$ cat config.mk
export PLATFORM = sky130hd
export DESIGN_NAME = key_debounce
export DESIGN_NICKNAME = d
export VERILOG_FILES = /design/src/rtl/key_debounce.sv
export SDC_FILE = /design/constraint.sdc
export NUM_CORES = 1
export LEC_CHECK = 0
export BUFFER_PORTS_ARGS = -buffer_cell sky130_fd_sc_hd__buf_2
export CAP_MARGIN = 25
export CORE_ASPECT_RATIO = 1.1
export CORE_UTILIZATION = 50
export DETAILED_ROUTE_END_ITERATION = 7
export PLACE_DENSITY = 0.66
export SLEW_MARGIN = 15
export SYNTH_ARGS = -nofsm -noshare
export SYNTH_HDL_FRONTEND = slang
export SYNTH_SLANG_ARGS = --single-unit
$ cat constraint.sdc
create_clock -name clk -period 6.75 [get_ports clk]
set_clock_uncertainty 0.15 [all_clocks]
set_input_delay 0.3375 -clock clk [delete_from_list [all_inputs] [get_ports clk]]
set_output_delay 0.3375 -clock clk [all_outputs]
set_load 0.05 [all_outputs]
$ cat src/rtl/key_debounce.sv
// key_debounce: per-key synchronizer plus counter debounce FSM with press/release/long-press pulses
module key_debounce #(
    parameter int   N_KEYS          = 2,
    parameter int   DEBOUNCE_CYCLES = 20000,
    parameter int   LONG_CYCLES     = 500000,
    parameter int   CNT_W           = 20,
    parameter logic KEY_ACTIVE      = 1'b1
) (
    input  logic              clk,
    input  logic              rst,
    input  logic [N_KEYS-1:0] key_raw,
    output logic [N_KEYS-1:0] key_level,
    output logic [N_KEYS-1:0] key_press,
    output logic [N_KEYS-1:0] key_release,
    output logic [N_KEYS-1:0] key_long
);
    typedef enum logic [1:0] {IDLE, PRESS_WAIT, PRESSED, RELEASE_WAIT} state_t;

    localparam logic [CNT_W-1:0] DC_LAST = CNT_W'(DEBOUNCE_CYCLES - 1);
    localparam logic [CNT_W-1:0] HC_MAX  = CNT_W'(LONG_CYCLES);
    localparam logic [CNT_W-1:0] HC_FIRE = CNT_W'(LONG_CYCLES - 1);

    logic [N_KEYS-1:0] r_sync1, r_sync2;
    logic [N_KEYS-1:0] w_pressed_raw;

    assign w_pressed_raw = key_raw ~^ {N_KEYS{KEY_ACTIVE}};

    // two-flop synchronizer, normalised so 1 always means pressed
    always_ff @(posedge clk) begin
        if (rst) begin
            r_sync1 <= '0;
            r_sync2 <= '0;
        end else begin
            r_sync1 <= w_pressed_raw;
            r_sync2 <= r_sync1;
        end
    end

    for (genvar k = 0; k < N_KEYS; k++) begin : g_key
        state_t           r_state, w_next;
        logic [CNT_W-1:0] r_dc, r_hc, w_dc, w_hc;
        logic             r_level, r_press, r_release, r_long;
        logic             w_level, w_press, w_release, w_long;
        logic             w_ks, w_dc_done, w_hold;

        assign w_ks      = r_sync2[k];
        assign w_dc_done = r_dc == DC_LAST;
        assign w_hold    = (r_state == PRESSED) || (r_state == RELEASE_WAIT);

        // state, counters and registered outputs
        always_ff @(posedge clk) begin
            if (rst) begin
                r_state   <= IDLE;
                r_dc      <= '0;
                r_hc      <= '0;
                r_level   <= 1'b0;
                r_press   <= 1'b0;
                r_release <= 1'b0;
                r_long    <= 1'b0;
            end else begin
                r_state   <= w_next;
                r_dc      <= w_dc;
                r_hc      <= w_hc;
                r_level   <= w_level;
                r_press   <= w_press;
                r_release <= w_release;
                r_long    <= w_long;
            end
        end

        // next-state: a change is accepted only after DEBOUNCE_CYCLES stable samples
        always_comb begin
            w_next = r_state;
            case (r_state)
                IDLE:         w_next = w_ks ? PRESS_WAIT : IDLE;
                PRESS_WAIT:   w_next = !w_ks ? IDLE : w_dc_done ? PRESSED : PRESS_WAIT;
                PRESSED:      w_next = !w_ks ? RELEASE_WAIT : PRESSED;
                RELEASE_WAIT: w_next = w_ks ? PRESSED : w_dc_done ? IDLE : RELEASE_WAIT;
                default:      w_next = IDLE;
            endcase
        end

        // outputs and counter updates; hold counter saturates so key_long fires once per press
        always_comb begin
            w_press   = (r_state == PRESS_WAIT) && w_ks && w_dc_done;
            w_release = (r_state == RELEASE_WAIT) && !w_ks && w_dc_done;
            w_long    = w_hold && (r_hc == HC_FIRE);
            w_level   = (w_next == PRESSED) || (w_next == RELEASE_WAIT);
            w_dc      = ((r_state == IDLE) && w_ks) || ((r_state == PRESSED) && !w_ks) ? CNT_W'(1) :
                        (((r_state == PRESS_WAIT) && w_ks) || ((r_state == RELEASE_WAIT) && !w_ks)) && !w_dc_done ?
                        r_dc + CNT_W'(1) : '0;
            w_hc      = w_press ? '0 : (w_hold && (r_hc != HC_MAX)) ? r_hc + CNT_W'(1) : r_hc;
        end

        assign key_level[k]   = r_level;
        assign key_press[k]   = r_press;
        assign key_release[k] = r_release;
        assign key_long[k]    = r_long;
    end
endmodule
**Yosys cells after proc, flatten, opt, wreduce, memory -nomap -nowiden**

Index checks and enable logic that the tools add are counted.

- Latch bits: 0
- Bits in registers: 96
- Bits in read-only memories: 0
- Bits in writable memories: 0
- Word-level logic and storage cells: 94
- Memories: 0

- $lt $le $gt $ge: 0
- Shifts and indexed selects: 0
- Reduce and logical (&&, ||, !) cells: 36
- Bitwise gates (word level): 2
- Muxes and demuxes: 18
- Multiply operators: 0
- Eq/ne operators: 16
- Div/mod/pow operators: 0
- $add $sub $neg: 4

Operators by type and width:

| cell | count |
|---|---|
| adder 20 x 1 -> 20 bit, second input constant | 4 |
| equality test 20 x 15 -> 1 bit, second input constant | 2 |
| equality test 20 x 19 -> 1 bit, second input constant | 2 |
| != test 20 x 19 -> 1 bit, second input constant | 2 |
| logical AND 1 bit | 18 |
| equality test 2 bit, second input constant | 8 |
| 2-to-1 mux 2 bit | 8 |
| case mux 2 bit (4 select lines) | 2 |
| logical OR 1 bit | 8 |
| 2-to-1 mux 1 bit | 8 |
| OR reduction 3 bit | 2 |
| equality test 2 x 1 -> 1 bit, second input constant | 2 |
| zero test 1 bit | 4 |
| zero test 2 bit | 2 |
| OR reduction 2 bit | 2 |
| NOT 1 bit | 2 |

**Longest topological paths before layout**

Gate-level depths: netlist (run 1).

- Word-level depth: 6
- Depth in mapped cells: 7
- Depth with buffers taken out: 5

**Worst setup path before layout (run 1)**

Ideal clock, no wire load.

- Kind: reg-to-reg
- Start: register g_key[0].r_dc[5]
- End: register g_key[0].r_hc[5]
- Path slack: 4.511 ns
- Clock period less this slack: 2.239 ns
- Arrival: 1.975 ns
- Path buffers: 2
- Cell stages (with the launch flop): 7
- Path through: dfxtp_1 -> buf_2 -> or4_4 -> or2_1 -> o41ai_4 -> buf_4 -> nor2_1

- Longest elaborated chain between the ends: 3

Ends and longest elaborated chain:

| element | line | source |
|---|---|---|
| start, declared | 41 | `logic [CNT_W-1:0] r_dc, r_hc, w_dc, w_hc;` |
| start signal, assigned | 62 | `r_dc <= w_dc;` |
| equality test 20 x 15 -> 1 bit | 47 | `assign w_dc_done = r_dc == DC_LAST;` |
| logical AND 1 bit | 85 | `w_press = (r_state == PRESS_WAIT) && w_ks && w_dc_done;` |
| OR reduction 2 bit (no source line) | n/a |  |
| end signal, assigned | 63 | `r_hc <= w_hc;` |
| end, declared | 41 |  |

No other way between the ends.
A chain may end at the register's enable or synchronous reset.

**Worst setup path in the final report (run 1)**

- Start: register g_key[1].r_dc[0]
- End: register g_key[1].r_dc[12]

- Longest elaborated chain between the ends: 5
- Elaborated cells on any way between the ends: 6
- Classes of those cells: add/sub: 1; eq/ne: 1; bitwise: 1; reduce/logical: 3

Ends and longest elaborated chain:

| element | line |
|---|---|
| start, declared | 41 |
| start signal, assigned | 62 |
| parallel branches: the longest is 5 deep, another holds adder 20 x 1 -> 20 bit | n/a |

Several ways; the timed one is not identified.

==> impl_metrics.ini, run 1 <==
[outcome]
status = completed

[cts]
numCtsBuffers = 9
clk_pin_slew_ns = 0.09
clk_latency_ns = 0.35
cts_buffer_depth = 2
cts.sinks = 95
ctsHoldBuffers = 0
h-tree-depth = 3
post_cts_resized = 0
cts_tree = built
cts_root_buf = clkbuf_8
cts_setup_buffers = 0

[drt]
vias = 3575
drtAntennaViolNets = 0
wirelength_um = 8220
vias_per_cell = 5.64
drt-pass1-iter-count = 4
drc = 0
avgRoutedWirePerCell_um = 13.0
drt_iter0_markers = 154

[sta]
setup_violations = 0
layout_worst_path_cycle_share_pct = 38.6
max-slew-margin-rel_pct = 42.2
rsz0062_at_grt = false
max_freq_mhz = 384
fin_ws_ns = 4.14
worstMarginPinSlew_ns = 0.862
period_needed_ns = 2.61
drv_slew = 0
finalHoldViolCount = 0
final.setup.tns_ns = 0

[flow_run]
max_cap_viol_count = 0

[logic_synthesis]
yosysSeqAreaShare_pct = 42.9
syn_avg_cell_area_um2 = 8.55
ys_async_sr_fraction_pct = 0
synth-simple-area-share_pct = 30.9
netlist_top_cells_count = 95 x dfxtp_1, 60 x nor2_1, 33 x a21oi_1, 33 x nand2_1, 32 x nand3_1
synth_area_um2 = 4440
synth_area_leaders = dfxtp_1 43%, xor2_1 5.1%, nor2_1 5.1%
synth_nets = 529
synth-compound-area-share_pct = 9.81
ys_warn_count = 0
synth_top_cell_by_area = dfxtp_1
synth_edf_count = 0
synthCells = 519
synth_xor_area_share_pct = 10.1
synthDominantCellAreaShare_pct = 42.9
synth.most_common_cell = dfxtp_1
synth_mux_area_share_pct = 0.254
synthFlopType = dfxtp_1
ys_seq_elements = 95
synth_top_family_by_area = simple AND/OR/NAND/NOR gates
ys_types = 47
yosys.area_share.adder_pct = 1.69

[global_route]
gr-total-overflow = 0
antenna_found_initial = 0
grt_pass1_vias = 3256
track_usage_pct = 18.8
grt_pass1_wl_um = 14400
grt_max_degree = 21

[die]
ios = 12
die_width_um = 91.8
rows = 35
core_um2 = 8500
die-area_um2 = 9250
die_y_um = 101
start_util_pct = 52.2

[hold_path]
whs_path_depth = 2
hold_end = r_sync1[1]
min_from = key_raw[1]
hold_class = input port to flop

[placement]
portBuffers = 11
place_ws_ns = 4.16
placed_cells = 617
dpl.hpwl_um = 5870
placed_area_um2 = 4520
routabilityCongestion = 0.807

[layout]
num_antenna_cells = 0
fin_cells = 634
nets = 528
multi_input_area_um2 = 2350
syn_to_final_growth_pct = 6.26
ff_latch_area_um2 = 1900
drive_above_1_share_pct = 8.41
fin_area_um2 = 4710
n_fill_cell = 792
fin_util_pct = 55.5

[setup_path]
end_kind = flop
worst-r2r-cell-count = 6
start_kind = flop
worstPathArrival_ns = 2.70
crit_required_ns = 6.84
path_class = flop to flop
rrSetupSlack_ns = 4.14
regToRegEndpoint = g_key[1].r_dc[12]
reg2reg_from = g_key[1].r_dc[0]
crit_fanout = 10

[power_and_ir_drop]
p_leak_nw = 1.45
peakVddDrop_mv = 0.135
power_density_nw_per_um2 = 195
## routing by layer
layer	vias up	routed length, µm	global-route usage (%)
met5	-	0	0
met4	0	71	4.81
met3	6	182	3.39
met2	29	3910	32.2
met1	1688	4060	24.6
li1	1852	-	-
## metrics by stage
| stage | hold WS (ns) | power (mW) |
|---|---|---|
| final | 0.0664 | 0.919 |
| after detailed placement | 0.281 | 0.588 |
| after CTS | 0.0657 | 0.932 |
| after global routing | 0.0828 | 0.956 |
| after floorplan | 0.264 | 0.584 |
| after global placement | 0.273 | 0.588 |
## critical path: stages, from the launching register on
cell and delay, ns:
dfxtp_1 0.42, ha_1 0.23, and4_1 0.39, nand4_1 0.21, o211ai_1 0.75, buf_4 0.30
nor2_1 0.06
## cell families after synthesis
family	Yosys count
compound gates	70
xor+xnor	51
fa+ha+maj	6
buf+inv	42
flops	95
mux	1
simple gates	254
## worst max path at each step
| stage | end | depth (start not counted) | startpoint |
|---|---|---|---|
| 6_report | g_key[1].r_dc[12] | 6 | g_key[1].r_dc[0] |
| 5_1_grt | g_key[1].r_dc[3] | 6 | g_key[1].r_dc[0] |
| 4_1_cts | g_key[0].r_hc[6] | 4 | g_key[0].r_dc[5] |
| 3_5_place_dp | g_key[1].r_dc[2] | 6 | g_key[1].r_dc[0] |
| 3_3_place_gp | g_key[1].r_dc[13] | 6 | g_key[1].r_dc[0] |
| 2_1_floorplan | g_key[0].r_hc[5] | 6 | g_key[0].r_dc[5] |
## power breakdown
group / internal [mW] / switching [mW]
registers: 0.562 / 0.00122
clock network: 0.148 / 0.196
logic: 0.00412 / 0.00803
## flip-flops by register name, summed over array words and instances (netlist names)
signal and count:
r_sync2 2, g_key.r_state 4, g_key.r_hc 40, g_key.r_release 2, g_key.r_press 2, g_key.r_dc 40
g_key.r_long 2, g_key.r_level 1, r_sync1 2
## cell usage in the layout (no fill, tap or decap), types with 2 or more instances in the layout
cell type / synthesis / layout
dfxtp_1: 95 / 95
nor2_1: 60 / 60
nand2_1: 33 / 33
a21oi_1: 33 / 33
nand3_1: 32 / 32
nand4_1: 27 / 27
xor2_1: 26 / 26
xnor2_1: 25 / 25
or4_1: 18 / 18
inv_1: 15 / 15
nor4_1: 15 / 15
or3_1: 14 / 14
o21ai_0: 13 / 13
o31ai_1: 12 / 12
nor3_1: 12 / 12
buf_2: 3 / 11
clkbuf_8: 0 / 10
and3_1: 9 / 9
and4_1: 6 / 6
ha_1: 6 / 6
nand2b_1: 5 / 5
or2_2: 5 / 5
and2_1: 4 / 4
nor2b_1: 4 / 4
o211ai_1: 3 / 3
buf_4: 9 / 3
nor4b_1: 2 / 2
inv_6: 0 / 2
clkinvlp_4: 0 / 2
## final cells by class
class	instances	share of cell area (%)
timing repair buffer	15	1.88
inverter	15	1.19
clock buffer	11	3.00
multi-input combinational	382	49.8
tap	111	2.95
sequential	95	40.3
clock inverter	5	0.876
Note: power is estimated with default switching activity, not from simulation.
==> run 2: changes to the inputs <==
clock period = 2.4 ns   (was 6.75 ns; I/O delays follow)
==> impl_metrics.ini, run 2 (synthesized netlist as in run 1, its figures left out) <==
[power_and_ir_drop]
p_leak_nw = 1.55
power_density_nw_per_um2 = 572
design_power_total_mw = 2.79
peakVddDrop_mv = 0.296

[layout]
syn_to_final_growth_pct = 9.87
top_regs = g_key.r_dc x40, g_key.r_hc x40, g_key.r_state x4
final_common_cell = dfxtp_1
layout_common_cells = 95 x dfxtp_1, 60 x nor2_1, 33 x nand2_1, 33 x a21oi_1, 32 x nand3_1
nets = 542
num_antenna_cells = 0
multi_input_area_um2 = 2350
fin_cells = 648
n_fill_cell = 813
ff_latch_area_um2 = 1900
drive_above_1_share_pct = 10.1

[setup_path]
cp_slowest_stage_delay_ns = 0.53
slowest_stage = or4_1
crit_required_ns = 2.55
crit_fanout = 7
worstPathArrival_ns = 2.38
path_class = flop to flop
cp_num_buf_inv = 0
rrSetupSlack_ns = 0.17
start_kind = flop
end_kind = flop
cp_top_family = simple AND/OR/NAND/NOR gates
path_cells = ha_1 -> nand3_1 -> or3_1 -> or4_1 -> a21oi_1

[placement]
placed_cells = 628
routabilityCongestion = 0.812
portBuffers = 11
place_ws_ns = 0.219
dpl.hpwl_um = 5990

[global_route]
antenna_found_initial = 0
grt_pass1_wl_um = 15100
track_usage_pct = 20.1
grt_max_degree = 21
gr-total-overflow = 0
grt_pass1_vias = 3381

[die]
die_y_um = 101
start_util_pct = 52.2
rows = 35
die-area_um2 = 9250
die_width_um = 91.8
core_um2 = 8500
ios = 12

[cts]
h-tree-depth = 3
cts_setup_buffers = 0
cts_buffer_depth = 2
cts.sinks = 95
numCtsBuffers = 9
clk_latency_ns = 0.37
clk_pin_slew_ns = 0.09
cts_root_buf = clkbuf_8
cts_tree = built

[sta]
rsz0062_at_grt = false
setup_violations = 0
worstMarginPinSlew_ns = 0.730
final.setup.tns_ns = 0
max_freq_mhz = 449
drv_slew = 0
max-slew-margin-rel_pct = 50.6
fin_ws_ns = 0.170
finalHoldViolCount = 0
period_needed_ns = 2.23
layout_worst_path_cycle_share_pct = 92.9

[outcome]
status = completed

[drt]
drt_iter0_markers = 94
vias = 3628
drc = 0
wirelength_um = 8550
drtAntennaViolNets = 0
avgRoutedWirePerCell_um = 13.2
drt-pass1-iter-count = 4
vias_per_cell = 5.60

[flow_run]
max_cap_viol_count = 0

[hold_path]
hold_class = flop to flop
## run 2: cell types whose count changed in the layout (fill, tap and decap cells not counted), sizes merged
cell	change
dlygate4sd3	+4
buf	+10
bufinv	+2
clkinv	+1
clkinvlp	-2
clkbuf	-1
## run 2: path summary, 6_finish.rpt
check,start,endpoint,cells past startpoint
worst max-delay path,g_key[1].r_hc[0],g_key[1].r_hc[18],5
worst min-delay path,r_sync1[0],r_sync2[0],1
worst max register to register,g_key[1].r_hc[0],g_key[1].r_hc[18],5
worst min register to register,r_sync1[0],r_sync2[0],1
## run 2: repair_timing
item / CTS / global route
hold buffers: 4 / 0
resized for setup: 0 / 0
endpoints found under the hold margin: 4 / 0
## run 2: where the power goes
group | switching (mW) | leakage (nW) | internal, mW
combinational | 0.0238 | 0.668 | 0.0175
sequential | 0.00354 | 0.766 | 1.58
clock | 0.567 | 0.111 | 0.595
## run 2: layer usage
metal	global-route usage (%)	vias up	share of wire [%]
met5	0	-	0
met4	7.69	0	1.1
met3	4.15	6	2.9
met2	34.0	38	48
met1	25.2	1705	48
li1	-	1879	-
## run 2: final cells by class
class | instances | share of cell area, %
inverter | 15 | 1.16
tap | 111 | 2.85
multi-input combinational | 382 | 48.1
timing repair buffer | 29 | 4.36
sequential | 95 | 39.0
clock inverter | 6 | 1.87
clock buffer | 10 | 2.62
## run 2: through the flow
stage          utilization [%]  hold WS, ns  cell area (µm²)
2_1_floorplan                -       0.0982             4440
3_3_place_gp              54.3        0.217             4620
3_5_place_dp              54.3        0.214             4620
4_1_cts                   57.4        0.297             4870
5_1_grt                   57.4        0.319             4870
6_report                  57.4        0.298             4870
==> run 3: changes to the inputs <==
ABC_AREA = 1   (was unset)
==> impl_metrics.ini, run 3 <==
[outcome]
status = completed

[placement]
placed_area_um2 = 5310
portBuffers = 11
place_ws_ns = 0.401
routabilityCongestion = 0.895
dpl.hpwl_um = 7720

[cts]
clk_latency_ns = 0.38
cts_buffer_depth = 2
numCtsBuffers = 9
clk_pin_slew_ns = 0.09
cts.sinks = 95
cts_root_buf = clkbuf_8
cts_tree = built
h-tree-depth = 3

[sta]
drv_slew = 0
period_needed_ns = 2.01
max_freq_mhz = 498
holdWs_ns = 0.259
worstMarginPinSlew_ns = 0.591
setup_violations = 0
rsz0062_at_grt = false
fin_ws_ns = 0.392
finalHoldViolCount = 0
max-slew-margin-rel_pct = 60.4
layout_worst_path_cycle_share_pct = 83.6
final.setup.tns_ns = 0

[hold_path]
whs_path_depth = 2
hold_class = flop to flop

[logic_synthesis]
synthCells = 753
synth_edf_count = 0
netlist_top_cells_count = 192 x nand2_1, 119 x nor2_1, 95 x dfxtp_1
synth_nets = 763
synthDominantCellAreaShare_pct = 36.3
synth.most_common_cell = nand2_1
ys_warn_count = 0
ys_types = 33
syn_avg_cell_area_um2 = 6.96
yosysSeqAreaShare_pct = 36.3
ys_async_sr_fraction_pct = 0
synth_top_cell_by_area = dfxtp_1
synth_area_um2 = 5240
ys_seq_elements = 95
synth_area_leaders = dfxtp_1 36%, nand2_1 14%, nor2_1 8.5%
synthFlopType = dfxtp_1

[power_and_ir_drop]
design_power_total_mw = 2.72
power_density_nw_per_um2 = 489
p_leak_nw = 1.77
peakVddDrop_mv = 0.309

[drt]
drt_iter0_markers = 127
drtAntennaViolNets = 0
vias_per_cell = 5.02
avgRoutedWirePerCell_um = 11.7
wirelength_um = 10600
drt-pass1-iter-count = 4
vias = 4555
drc = 0

[setup_path]
worstPathArrival_ns = 2.10
start_kind = flop
crit_required_ns = 2.49
worst-r2r-cell-count = 6
path_class = flop to flop
end_kind = flop
crit_fanout = 17

[die]
ios = 12
die_y_um = 109
core_um2 = 10000
start_util_pct = 52.2
die-area_um2 = 10900
die_width_um = 99.6
rows = 38

[flow_run]
max_cap_viol_count = 0

[global_route]
antenna_found_initial = 0
grt_pass1_wl_um = 18500
track_usage_pct = 21.2
grt_max_degree = 24
gr-total-overflow = 0
grt_pass1_vias = 4202

[layout]
top_regs = g_key.r_dc x40, g_key.r_hc x40, g_key.r_state x4
drive_above_1_share_pct = 10.4
num_antenna_cells = 0
layout_common_cells = 192 x nand2_1, 119 x nor2_1, 95 x dfxtp_1
nets = 772
syn_to_final_growth_pct = 6.02
final_common_cell = nand2_1
fin_area_um2 = 5550
## run 3: report_power, final
group / switching [mW] / internal (mW)
clock: 0.578 / 0.511
sequential: 0.00405 / 1.58
combinational: 0.0282 / 0.0150
total: 0.611 / 2.11
## run 3: metal layers
metal  GRT usage [%]  routed length (µm)
met1            26.8                5110
met2            35.7                5010
met3            2.86                 243
met4            10.5                 222
met5               0                   0
## run 3: worst max-delay path, cell delays in order (launching register included)
cell	delay, ns
dfxtp_1	0.37
ha_1	0.26
nand3_2	0.17
nor2_1	0.16
nand3_1	0.15
o21ai_4	0.51
a21oi_1	0.10
## run 3: layout make-up
type / instances / area [µm²]
fillers: 991 / 4480
flip-flops and latches: 95 / 1900
multi-input cells: 561 / 2870
clock buffers: 11 / 141
repair buffers: 19 / 128
clock inverters: 5 / 56.3
well taps: 140 / 175
inverters: 76 / 285
## run 3: path summary, 6_finish.rpt
check,from,endpoint,slack [ns]
setup reg to reg,g_key[0].r_dc[0],g_key[0].r_hc[1],0.39
hold reg to reg,r_sync1[0],r_sync2[0],0.26
setup / recovery,g_key[0].r_dc[0],g_key[0].r_hc[1],0.39
hold / removal,r_sync1[0],r_sync2[0],0.26
## run 3: cells by family after synthesis
| kind of cell | count (synthesis) | synth area share [%] |
|---|---|---|
| AND/OR/NAND/NOR | 445 | 37.7 |
| buffers and inverters | 97 | 8.98 |
| flip-flops | 95 | 36.3 |
| AO/OA/AOI/OAI | 71 | 9.08 |
| XOR/XNOR | 39 | 6.52 |
| adder cells (fa/ha/maj) | 6 | 1.43 |
## run 3: per-stage QoR
stage / std cells / util, %
floorplan: 753 / -
global placement: 886 / 52.9
detailed placement: 886 / 52.9
CTS: 907 / 55.4
global route: 907 / 55.4
finish: 907 / 55.4
## run 3: what timing repair did
| action | 4_1_cts | 5_1_grt |
|---|---|---|
| hold endpoints to repair | 6 | 0 |
| setup buffers | 0 | 0 |
| resized for setup | 0 | 0 |
| hold buffers | 5 | 0 |
